**src/rtl/mem_port_arbiter_if.sv**
```systemverilog
// -----------------------------------------------------------------------------
// mem_port_arbiter_if
// Bundles the fetch-stage, memory-stage and SRAM-side signals of the shared
// instruction/data SRAM port.
// Signal names use the arbiter's own direction prefixes:
//   i_* : driven into the arbiter (requesters and SRAM read data)
//   o_* : driven by the arbiter (SRAM controls, returned data, handshakes, stalls)
// Modports:
//   slave  : used by the arbiter itself
//   master : used by whatever drives the arbiter (pipeline model / testbench)
// -----------------------------------------------------------------------------
interface mem_port_arbiter_if #(
   parameter int ADDR_W = 32,
   parameter int DATA_W = 32
);
   logic              i_if_req;
   logic [ADDR_W-1:0] i_if_addr;
   logic              i_if_flush;
   logic              i_mem_rd;
   logic              i_mem_wr;
   logic [ADDR_W-1:0] i_mem_addr;
   logic [DATA_W-1:0] i_mem_wdata;
   logic [DATA_W-1:0] i_sram_rdata;
   logic              o_sram_en;
   logic              o_sram_we;
   logic [ADDR_W-1:0] o_sram_addr;
   logic [DATA_W-1:0] o_sram_wdata;
   logic [DATA_W-1:0] o_if_instr;
   logic              o_if_ready;
   logic [DATA_W-1:0] o_mem_rdata;
   logic              o_mem_ready;
   logic              o_if_stall;
   logic              o_mem_stall;

   modport slave (
      input  i_if_req, i_if_addr, i_if_flush, i_mem_rd, i_mem_wr,
             i_mem_addr, i_mem_wdata, i_sram_rdata,
      output o_sram_en, o_sram_we, o_sram_addr, o_sram_wdata, o_if_instr,
             o_if_ready, o_mem_rdata, o_mem_ready, o_if_stall, o_mem_stall
   );

   modport master (
      output i_if_req, i_if_addr, i_if_flush, i_mem_rd, i_mem_wr,
             i_mem_addr, i_mem_wdata, i_sram_rdata,
      input  o_sram_en, o_sram_we, o_sram_addr, o_sram_wdata, o_if_instr,
             o_if_ready, o_mem_rdata, o_mem_ready, o_if_stall, o_mem_stall
   );
endinterface

```
**src/rtl/mem_port_arbiter.sv**
```systemverilog
// -----------------------------------------------------------------------------
// mem_port_arbiter
// Shares one single-ported fixed-latency SRAM between the fetch stage and the
// memory stage. One request is served at a time: IDLE grants, ACCESS drives
// the SRAM for WAIT_CYCLES cycles, DONE pulses the ready of the granted side.
// Contention is resolved round-robin against the previous grant. A branch
// flush during a fetch access lets the SRAM access finish but suppresses the
// instruction capture and the if_ready pulse.
// Ports:
//   clk  : clock, rising edge
//   rst  : synchronous active-high reset
//   bus  : mem_port_arbiter_if.slave (requests, SRAM bus, data, ready, stalls)
// -----------------------------------------------------------------------------
module mem_port_arbiter #(
   parameter int ADDR_W      = 32,
   parameter int DATA_W      = 32,
   parameter int WAIT_CYCLES = 2
) (
   input logic               clk,
   input logic               rst,
   mem_port_arbiter_if.slave bus
);
   localparam logic [1:0] S_IDLE   = 2'd0;
   localparam logic [1:0] S_ACCESS = 2'd1;
   localparam logic [1:0] S_DONE   = 2'd2;
   localparam logic       G_FETCH  = 1'b0;
   localparam logic       G_DATA   = 1'b1;
   localparam logic [3:0] LP_WAIT  = 4'(WAIT_CYCLES);

   logic [1:0]        r_state;
   logic [3:0]        r_cnt;
   logic              r_grant;
   logic              r_last_grant;
   logic              r_cancel;
   logic              r_sram_en;
   logic              r_sram_we;
   logic [ADDR_W-1:0] r_sram_addr;
   logic [DATA_W-1:0] r_sram_wdata;
   logic [DATA_W-1:0] r_if_instr;
   logic              r_if_ready;
   logic [DATA_W-1:0] r_mem_rdata;
   logic              r_mem_ready;

   logic w_fetch_pend;
   logic w_data_pend;
   logic w_grant_nxt;
   logic w_cancel;

   // Request decode, round-robin grant choice and effective cancel for this cycle.
   always_comb begin
      w_fetch_pend = bus.i_if_req;
      w_data_pend  = bus.i_mem_rd | bus.i_mem_wr;
      if (w_fetch_pend && w_data_pend) begin
         w_grant_nxt = ~r_last_grant;
      end else if (w_data_pend) begin
         w_grant_nxt = G_DATA;
      end else begin
         w_grant_nxt = G_FETCH;
      end
      // A flush in the final ACCESS cycle must already block the capture, so
      // the live flush is merged with the stored flag. A flush that arrives in
      // DONE is too late: the instruction has been delivered by then.
      if ((r_state == S_ACCESS) && (r_grant == G_FETCH)) begin
         w_cancel = r_cancel | bus.i_if_flush;
      end else begin
         w_cancel = r_cancel;
      end
   end

   // Access sequencer: grant, SRAM drive, data capture and ready pulses.
   always_ff @(posedge clk) begin
      if (rst) begin
         r_state      <= S_IDLE;
         r_cnt        <= 4'd0;
         r_grant      <= G_FETCH;
         r_last_grant <= G_FETCH;
         r_cancel     <= 1'b0;
         r_sram_en    <= 1'b0;
         r_sram_we    <= 1'b0;
         r_sram_addr  <= {ADDR_W{1'b0}};
         r_sram_wdata <= {DATA_W{1'b0}};
         r_if_instr   <= {DATA_W{1'b0}};
         r_if_ready   <= 1'b0;
         r_mem_rdata  <= {DATA_W{1'b0}};
         r_mem_ready  <= 1'b0;
      end else begin
         r_if_ready  <= 1'b0;
         r_mem_ready <= 1'b0;
         case (r_state)
            S_IDLE: begin
               if (w_fetch_pend || w_data_pend) begin
                  // The SRAM drive registers double as the request latch.
                  r_grant   <= w_grant_nxt;
                  r_cnt     <= LP_WAIT;
                  r_state   <= S_ACCESS;
                  r_sram_en <= 1'b1;
                  if (w_grant_nxt == G_DATA) begin
                     r_sram_we    <= bus.i_mem_wr;
                     r_sram_addr  <= bus.i_mem_addr;
                     r_sram_wdata <= bus.i_mem_wr ? bus.i_mem_wdata : {DATA_W{1'b0}};
                  end else begin
                     r_sram_we    <= 1'b0;
                     r_sram_addr  <= bus.i_if_addr;
                     r_sram_wdata <= {DATA_W{1'b0}};
                  end
               end
            end
            S_ACCESS: begin
               r_cnt    <= r_cnt - 4'd1;
               r_cancel <= w_cancel;
               if (r_cnt == 4'd1) begin
                  r_state      <= S_DONE;
                  r_sram_en    <= 1'b0;
                  r_sram_we    <= 1'b0;
                  r_sram_addr  <= {ADDR_W{1'b0}};
                  r_sram_wdata <= {DATA_W{1'b0}};
                  if (r_grant == G_FETCH) begin
                     if (!w_cancel) begin
                        r_if_instr <= bus.i_sram_rdata;
                        r_if_ready <= 1'b1;
                     end
                  end else begin
                     r_mem_ready <= 1'b1;
                     if (!r_sram_we) begin
                        r_mem_rdata <= bus.i_sram_rdata;
                     end
                  end
               end
            end
            S_DONE: begin
               r_last_grant <= r_grant;
               r_cancel     <= 1'b0;
               r_state      <= S_IDLE;
            end
            default: begin
               r_state   <= S_IDLE;
               r_cancel  <= 1'b0;
               r_sram_en <= 1'b0;
               r_sram_we <= 1'b0;
            end
         endcase
      end
   end

   assign bus.o_sram_en    = r_sram_en;
   assign bus.o_sram_we    = r_sram_we;
   assign bus.o_sram_addr  = r_sram_addr;
   assign bus.o_sram_wdata = r_sram_wdata;
   assign bus.o_if_instr   = r_if_instr;
   assign bus.o_if_ready   = r_if_ready;
   assign bus.o_mem_rdata  = r_mem_rdata;
   assign bus.o_mem_ready  = r_mem_ready;
   // Stalls follow the live requests so the pipeline freezes in the request cycle.
   assign bus.o_if_stall   = bus.i_if_req & ~r_if_ready;
   assign bus.o_mem_stall  = (bus.i_mem_rd | bus.i_mem_wr) & ~r_mem_ready;
endmodule

```
**src/flat_wrapper.sv**
```systemverilog
// flat-port wrapper written by rule: the top's interface ports become plain ports
module mem_port_arbiter_flat 
#(
   parameter int ADDR_W      = 32,
   parameter int DATA_W      = 32,
   parameter int WAIT_CYCLES = 2
)
  (clk, rst, bus_i_if_req, bus_i_if_addr, bus_i_if_flush, bus_i_mem_rd, bus_i_mem_wr, bus_i_mem_addr, bus_i_mem_wdata, bus_i_sram_rdata, bus_o_sram_en, bus_o_sram_we, bus_o_sram_addr, bus_o_sram_wdata, bus_o_if_instr, bus_o_if_ready, bus_o_mem_rdata, bus_o_mem_ready, bus_o_if_stall, bus_o_mem_stall);
  mem_port_arbiter_if #(.ADDR_W(ADDR_W), .DATA_W(DATA_W)) bus_i ();
  input logic clk;
  input logic rst;
  input wire logic [$bits(bus_i.i_if_req)-1:0] bus_i_if_req;
  input wire logic [$bits(bus_i.i_if_addr)-1:0] bus_i_if_addr;
  input wire logic [$bits(bus_i.i_if_flush)-1:0] bus_i_if_flush;
  input wire logic [$bits(bus_i.i_mem_rd)-1:0] bus_i_mem_rd;
  input wire logic [$bits(bus_i.i_mem_wr)-1:0] bus_i_mem_wr;
  input wire logic [$bits(bus_i.i_mem_addr)-1:0] bus_i_mem_addr;
  input wire logic [$bits(bus_i.i_mem_wdata)-1:0] bus_i_mem_wdata;
  input wire logic [$bits(bus_i.i_sram_rdata)-1:0] bus_i_sram_rdata;
  output wire logic [$bits(bus_i.o_sram_en)-1:0] bus_o_sram_en;
  output wire logic [$bits(bus_i.o_sram_we)-1:0] bus_o_sram_we;
  output wire logic [$bits(bus_i.o_sram_addr)-1:0] bus_o_sram_addr;
  output wire logic [$bits(bus_i.o_sram_wdata)-1:0] bus_o_sram_wdata;
  output wire logic [$bits(bus_i.o_if_instr)-1:0] bus_o_if_instr;
  output wire logic [$bits(bus_i.o_if_ready)-1:0] bus_o_if_ready;
  output wire logic [$bits(bus_i.o_mem_rdata)-1:0] bus_o_mem_rdata;
  output wire logic [$bits(bus_i.o_mem_ready)-1:0] bus_o_mem_ready;
  output wire logic [$bits(bus_i.o_if_stall)-1:0] bus_o_if_stall;
  output wire logic [$bits(bus_i.o_mem_stall)-1:0] bus_o_mem_stall;
  assign bus_i.i_if_req = bus_i_if_req;
  assign bus_i.i_if_addr = bus_i_if_addr;
  assign bus_i.i_if_flush = bus_i_if_flush;
  assign bus_i.i_mem_rd = bus_i_mem_rd;
  assign bus_i.i_mem_wr = bus_i_mem_wr;
  assign bus_i.i_mem_addr = bus_i_mem_addr;
  assign bus_i.i_mem_wdata = bus_i_mem_wdata;
  assign bus_i.i_sram_rdata = bus_i_sram_rdata;
  assign bus_o_sram_en = bus_i.o_sram_en;
  assign bus_o_sram_we = bus_i.o_sram_we;
  assign bus_o_sram_addr = bus_i.o_sram_addr;
  assign bus_o_sram_wdata = bus_i.o_sram_wdata;
  assign bus_o_if_instr = bus_i.o_if_instr;
  assign bus_o_if_ready = bus_i.o_if_ready;
  assign bus_o_mem_rdata = bus_i.o_mem_rdata;
  assign bus_o_mem_ready = bus_i.o_mem_ready;
  assign bus_o_if_stall = bus_i.o_if_stall;
  assign bus_o_mem_stall = bus_i.o_mem_stall;
  mem_port_arbiter #(.ADDR_W(ADDR_W), .DATA_W(DATA_W), .WAIT_CYCLES(WAIT_CYCLES)) u_core (.clk(clk), .rst(rst), .bus(bus_i));
endmodule
```
**config.mk**
```make
export PLATFORM = sky130hd
export DESIGN_NAME = mem_port_arbiter_flat
export DESIGN_NICKNAME = d
export VERILOG_FILES = /design/src/rtl/mem_port_arbiter_if.sv /design/src/rtl/mem_port_arbiter.sv /design/src/flat_wrapper.sv
export SDC_FILE = /design/constraint.sdc
export NUM_CORES = 1
export LEC_CHECK = 0
export ABC_AREA = 1
export BUFFER_PORTS_ARGS = -buffer_cell sky130_fd_sc_hd__buf_4
export CAP_MARGIN = 20
export CORE_MARGIN = 4
export CORE_UTILIZATION = 43
export CTS_CLUSTER_DIAMETER = 120
export DETAILED_ROUTE_END_ITERATION = 7
export GPL_ROUTABILITY_DRIVEN = 0
export PLACE_DENSITY = 0.77
export SETUP_SLACK_MARGIN = 0.05
export SLEW_MARGIN = 0
export SYNTH_ARGS = -nofsm -noshare
export SYNTH_HDL_FRONTEND = slang
export SYNTH_SLANG_ARGS = --single-unit
export TNS_END_PERCENT = 50
```
**constraint.sdc**
```tcl
create_clock -name clk -period 1.4 [get_ports clk]
set_input_delay 0.07 -clock clk [delete_from_list [all_inputs] [get_ports clk]]
set_output_delay 0.07 -clock clk [all_outputs]
set_load 0.05 [all_outputs]
```
---- Word-level counts from Yosys, hierarchy flattened ----
Index checks and enable logic that the tools add are counted.
W data, S select, Z words.
cells by class
  add/subtract/negate cells ............... 1
  equal/unequal tests ..................... 5
  magnitude comparators ................... 0
  $mul .................................... 0
  reduce and logical (&&, ||, !) cells .... 14
  div/mod/pow operators ................... 0
  mux-type cells .......................... 25
  bitwise operators ....................... 13
  shift-type cells ........................ 0
operator list
  operator               number
  $mux W32               6
  $pmux W32 S2           2
  $mux W1                9
  $not A1 Y1             9
  $pmux W4 S2            1
  $reduce_and A4 Y1      2
  $pmux W1 S3            2
  $reduce_and A2 Y1      3
  $reduce_and A3 Y1      2
  $eq A4 B1 Y1 const B   1
  $mux W2                2
  $mux W4                1
  $pmux W2 S2            1
  $reduce_or A4 Y1       1
  $sub A4 B1 Y4 const B  1
  $reduce_or A3 Y1       1
  $and A1 B1 Y1          2
  $eq A2 B1 Y1 const B   1
  $eq A2 B2 Y1 const B   1
  $logic_and A1 B1 Y1    2
  $logic_not A2 Y1       1
  $ne A2 B1 Y1 const B   1
  $ne A2 B2 Y1 const B   1
  $or A1 B1 Y1           2
  other kinds (3)        3
word-level totals
  memories ................................ 0
  bits of input ports ..................... 134
  logic and storage cells ................. 71
  output and inout port bits .............. 134
  memory bits (writable) .................. 0
  bits in read-only memories .............. 0
  flip-flop bits (word level) ............. 141
  latch bits .............................. 0

---- Logic depth before layout (Yosys ltp) ----
  depth after elaboration ................. 6
  mapped depth ............................ 9
  depth with buffers taken out ............ 9

---- Worst setup path after synthesis ----
Ideal clock, no wire load.
  path type ............................... register -> register
  from .................................... register u_core.r_cnt[1]
  to ...................................... register u_core.r_sram_wdata[22], in the netlist u_core.bus.o_sram_wdata[22]
  cell stages (with the launch flop) ...... 10
  data arrival time ....................... 1.337 ns
  setup time .............................. 0.070 ns
  path slack .............................. -0.008 ns
  data required time ...................... 1.330 ns
  clock period less this slack ............ 1.408 ns
  buffers on the path ..................... 2
  cell sequence ........................... dfxtp_1 inv_1 ha_1 nand2_1 inv_2 nand2_2 buf_4 buf_6 nand3_1 a21oi_1
between the ends
  cells in the longest elaborated chain, start to end .. 3
RTL lines
  item                                RTL line                 text
  from (decl)                         mem_port_arbiter.sv:31   logic [3:0] r_cnt;
  from (signal assigned)              mem_port_arbiter.sv:109  r_cnt <= r_cnt - 4'd1;
  $eq A4 B1 Y1                        mem_port_arbiter.sv:111  if (r_cnt == 4'd1) begin
  $ne A2 B2 Y1 (no source line)       n/a
  $reduce_and A3 Y1 (no source line)  n/a
  to (signal assigned)                mem_port_arbiter.sv:100  r_sram_wdata <= bus.i_mem_wr ? bus.i_mem_wdata : {DATA_W{1'b0}};
  to (signal assigned)                mem_port_arbiter.sv:104  r_sram_wdata <= {DATA_W{1'b0}};
  to (signal assigned)                mem_port_arbiter.sv:116  r_sram_wdata <= {DATA_W{1'b0}};
  to (decl)                           mem_port_arbiter.sv:38   logic [DATA_W-1:0] r_sram_wdata;
No other way between the ends.
A chain may end at the register's enable or synchronous reset.

---- Worst setup path in the final report ----
  from .................................... register u_core.r_cnt[1]
  to ...................................... register u_core.r_mem_rdata[8], in the netlist u_core.bus.o_mem_rdata[8]
between the ends
  cells in the longest elaborated chain, start to end .. 2
RTL lines
  item                                RTL line                 text
  $eq A4 B1 Y1                        mem_port_arbiter.sv:111
  $reduce_and A4 Y1 (no source line)  n/a
  to (signal assigned)                mem_port_arbiter.sv:84   r_mem_rdata <= {DATA_W{1'b0}};
  to (signal assigned)                mem_port_arbiter.sv:125  r_mem_rdata <= bus.i_sram_rdata;
  to (decl)                           mem_port_arbiter.sv:41   logic [DATA_W-1:0] r_mem_rdata;
No other way between the ends.

==> flow_metrics.py <==
metrics = {
    "hold_path": {
        "holdPathStages": 5,
        "hold_class": "input pin to register",
        "hp-start": "bus_i_if_addr[6]",
    },
    "finish": {
        "drive_above_1_share_pct": 35.1,
        "diodes": 0,
        "fin_nets": 1306,
        "areaGrowthSynthToFinish_pct": 70.3,
        "final_cells": 1359,
    },
    "critical_path": {
        "startpoint_type": "register",
        "cp_max_fo": 8,
        "critPathMaxStageDelay_ps": 320,
        "setup.worst_path.end_class": "register",
        "path_cells": "inv_2 > ha_4 > nand2_4 > inv_6 > nand3_4 > buf_12 > o21ai_1 > nor2_1",
        "crit_slowest_cell": "dfxtp_2",
        "reg2reg_depth": 8,
        "cp.required_ps": 1710,
        "path_class": "register to register",
        "worstPathArrival_ps": 1670,
        "critPathLaunch": "u_core.r_cnt[1]",
        "reg2reg_from": "u_core.r_cnt[1]",
    },
    "logic_synthesis": {
        "synth_seq_cells": 141,
        "yosys.area.top_type": "dfxtp_1",
        "syn_avg_cell_area_um2": 7.33,
        "synth_edf_count": 0,
        "syn_nets": 955,
        "synth_top_family_by_area": "simple AND/OR/NAND/NOR gates",
        "synth_fa_ha_area_share_pct": 0.417,
        "synth-simple-area-share_pct": 34.2,
        "synth_warnings": 0,
        "synth_cell_type_count": 29,
        "synthArstFlopShare_pct": 0,
        "muxShareOfSynthArea_pct": 0,
        "synthXorXnorAreaFrac_pct": 0,
        "syn_inst": 819,
        "seq_area_frac_synth_pct": 47.0,
        "yosysMostFrequentCell": "nor2_1",
        "netlist_top_cells_count": "165 x nor2_1, 141 x dfxtp_1, 103 x nand2_1",
        "synth_compound_area_share_pct": 9.40,
        "synth_top_area_share_pct": 47.0,
        "synth_area_mm2": 0.00600,
        "synth_area_leaders": "dfxtp_1 47%, nor2_1 10%, nand3_1 7.3%",
        "synthFlopType": "dfxtp_1",
    },
    "floorplanning": {
        "start_util_pct": 44.6,
        "num_rows": 42,
        "chipWidth_um": 126,
        "core_area_mm2": 0.0135,
        "die-area_mm2": 0.0159,
        "fp.dieH_um": 126,
        "io_pins": 268,
    },
    "timing": {
        "rsz0062_at_grt": "yes",
        "min_period_ps": 1360,
        "slew_headroom_pct": 72.2,
        "timing.clock.skew_ps": 10.6,
        "setup_violations": 0,
        "finalHoldViolCount": 0,
        "slew_violations": 0,
        "finalCritPeriodShare_pct": 97.0,
        "fmax_mhz": 736,
        "tightest_slew_ps": 417,
        "tns_ps": 0,
    },
    "power_and_ir_drop": {
        "clockPowerShare_pct": 38.0,
        "p_per_area_mw_per_mm2": 1150,
        "cellLeakagePower_uw": 0.00476,
        "ir_drop_mv": 0.811,
        "combPwrFrac_pct": 24.9,
        "swShare_pct": 31.7,
        "power.switching_uw": 3740,
        "p_int_uw": 8070,
        "power_frac_seq_pct": 37.1,
    },
    "cts": {
        "h-tree-depth": 4,
        "insertion_delay_ps": 420,
        "tritoncts": "yes",
        "clkTransAtPathRegs_ps": 60,
        "cts_buffers": 17,
        "root_buffer": "clkbuf_16",
        "cts_max_path_buffers": 2,
        "clkSinkCount": 141,
    },
    "placement": {
        "dp_hpwl_um": 14000,
        "port_buffers": 267,
        "dp.cells": 1237,
    },
    "detailed_routing": {
        "dr.pass1.iters": 5,
        "ant_nets": 0,
        "drc": 0,
        "wire_per_inst_um": 16.8,
        "drt_wl_total_um": 22800,
        "viasPerCell": 5.17,
        "drt-initial-drc-count": 434,
        "num_vias": 7030,
    },
    "global_route": {
        "grt_max_degree": 75,
        "grt_first_pass_wirelength_um": 33300,
        "grt_pass1_vias": 6653,
        "grt.overflow.total": 0,
        "antenna_found_initial": 0,
        "grt_usage_pct": 25.7,
    },
    "status": {
        "status": "complete, no violations",
    },
    "job": {
        "drv_cap": 0,
    },
}
==> what timing repair did <==
| action | CTS | global route |
|---|---|---|
| endpoints found under the hold margin | 99 | 2 |
| pin swaps | 2 | 17 |
| buffers inserted | 0 | 8 |
| cloned | 1 | 8 |
| gates resized for setup | 13 | 92 |
| endpoints found under the setup margin | 104 | 134 |
| hold buffers | 72 | 2 |
==> critical path: cells and delay by family (launching register included) <==
kind,cells,cell delay [ps]
buffers and inverters,3,370
DFF,1,320
and+or+nand+nor,3,280
AOI/OAI and AO/OA,1,150
adders and majority gates,1,140
==> stage by stage <==
stage | area, µm² | setup WS [ps] | total power, µW | hold slack [ps] | utilization, %
finish | 10200 | 41.4 | 11800 | 4.56 | 76.0
global route | 10200 | -62.8 | 12200 | 23.4 | 76.0
CTS | 9690 | -8.92 | 11600 | -61.2 | 72.0
detailed placement | 8300 | -56.2 | 6970 | 318 | 61.7
global placement | 8300 | 9.35 | 6950 | 314 | 61.7
floorplan | 6010 | 52.3 | 5970 | 218 | -
==> routing by layer <==
metal / wire [µm] / track usage, %
met2: 11600 / 44.7
met3: 1980 / 8.43
met5: 0 / 0
met1: 8540 / 29.2
met4: 640 / 9.78
==> worst paths after layout <==
kind,end,slack (ps)
worst max-delay path,u_core.bus.o_mem_rdata[8],40
worst max register to register,u_core.bus.o_mem_rdata[8],40
worst min-delay path,u_core.bus.o_sram_addr[6],5
worst min register to register,u_core.bus.o_sram_en,480
==> flip-flops by register name (all words and copies together), names as in the netlist <==
register                 cells
u_core.bus.o_mem_rdata      32
u_core.r_grant               1
u_core.bus.o_if_ready        1
u_core.bus.o_if_instr       32
u_core.r_cancel              1
u_core.r_last_grant          1
u_core.bus.o_mem_ready       1
u_core.bus.o_sram_addr      32
u_core.r_cnt                 4
u_core.bus.o_sram_wdata     32
u_core.bus.o_sram_we         1
u_core.bus.o_sram_en         1
u_core.r_state               2
==> final cells by class <==
cell class	count	area, µm²
Clock inverter	15	161
Fill cell	947	3230
Tap cell	176	220
Timing Repair inverter	2	36.3
Timing Repair Buffer	390	3410
Clock buffer	17	425
Multi-Input combinational cell	553	2870
Sequential cell	141	2830
Inverter	65	274
==> logic make-up (layout without fill, tap and decap cells) <==
logic type | after synthesis | in the layout
AND/OR/NAND/NOR | 442 | 442
flip-flops | 141 | 141
buffers and inverters | 125 | 489
AO/OA/AOI/OAI | 109 | 109
adder cells (fa/ha/maj) | 2 | 2
==> cell usage in the layout (no fill, tap or decap), types with 32 or more instances in the layout <==
cell type      synthesis  layout
buf_4                  1     290
nor2_1               165     152
dfxtp_1              141     135
nand2_1              103     100
nand3_1               88      85
dlygate4sd3_1          0      74
a21oi_1               66      60
inv_1                 57      54
nand3b_1              39      39
nand4_1               32      32
==> power by group through the flow <==
stage	clock network (µW)	registers (µW)	logic, µW
5_1_grt	4710	4400	3130
3_3_place_gp	0	4450	2510
3_5_place_dp	0	4450	2520
4_1_cts	4530	4370	2720
2_1_floorplan	0	5120	847
6_report	4490	4380	2940
Power figures use the tool's default switching activity.
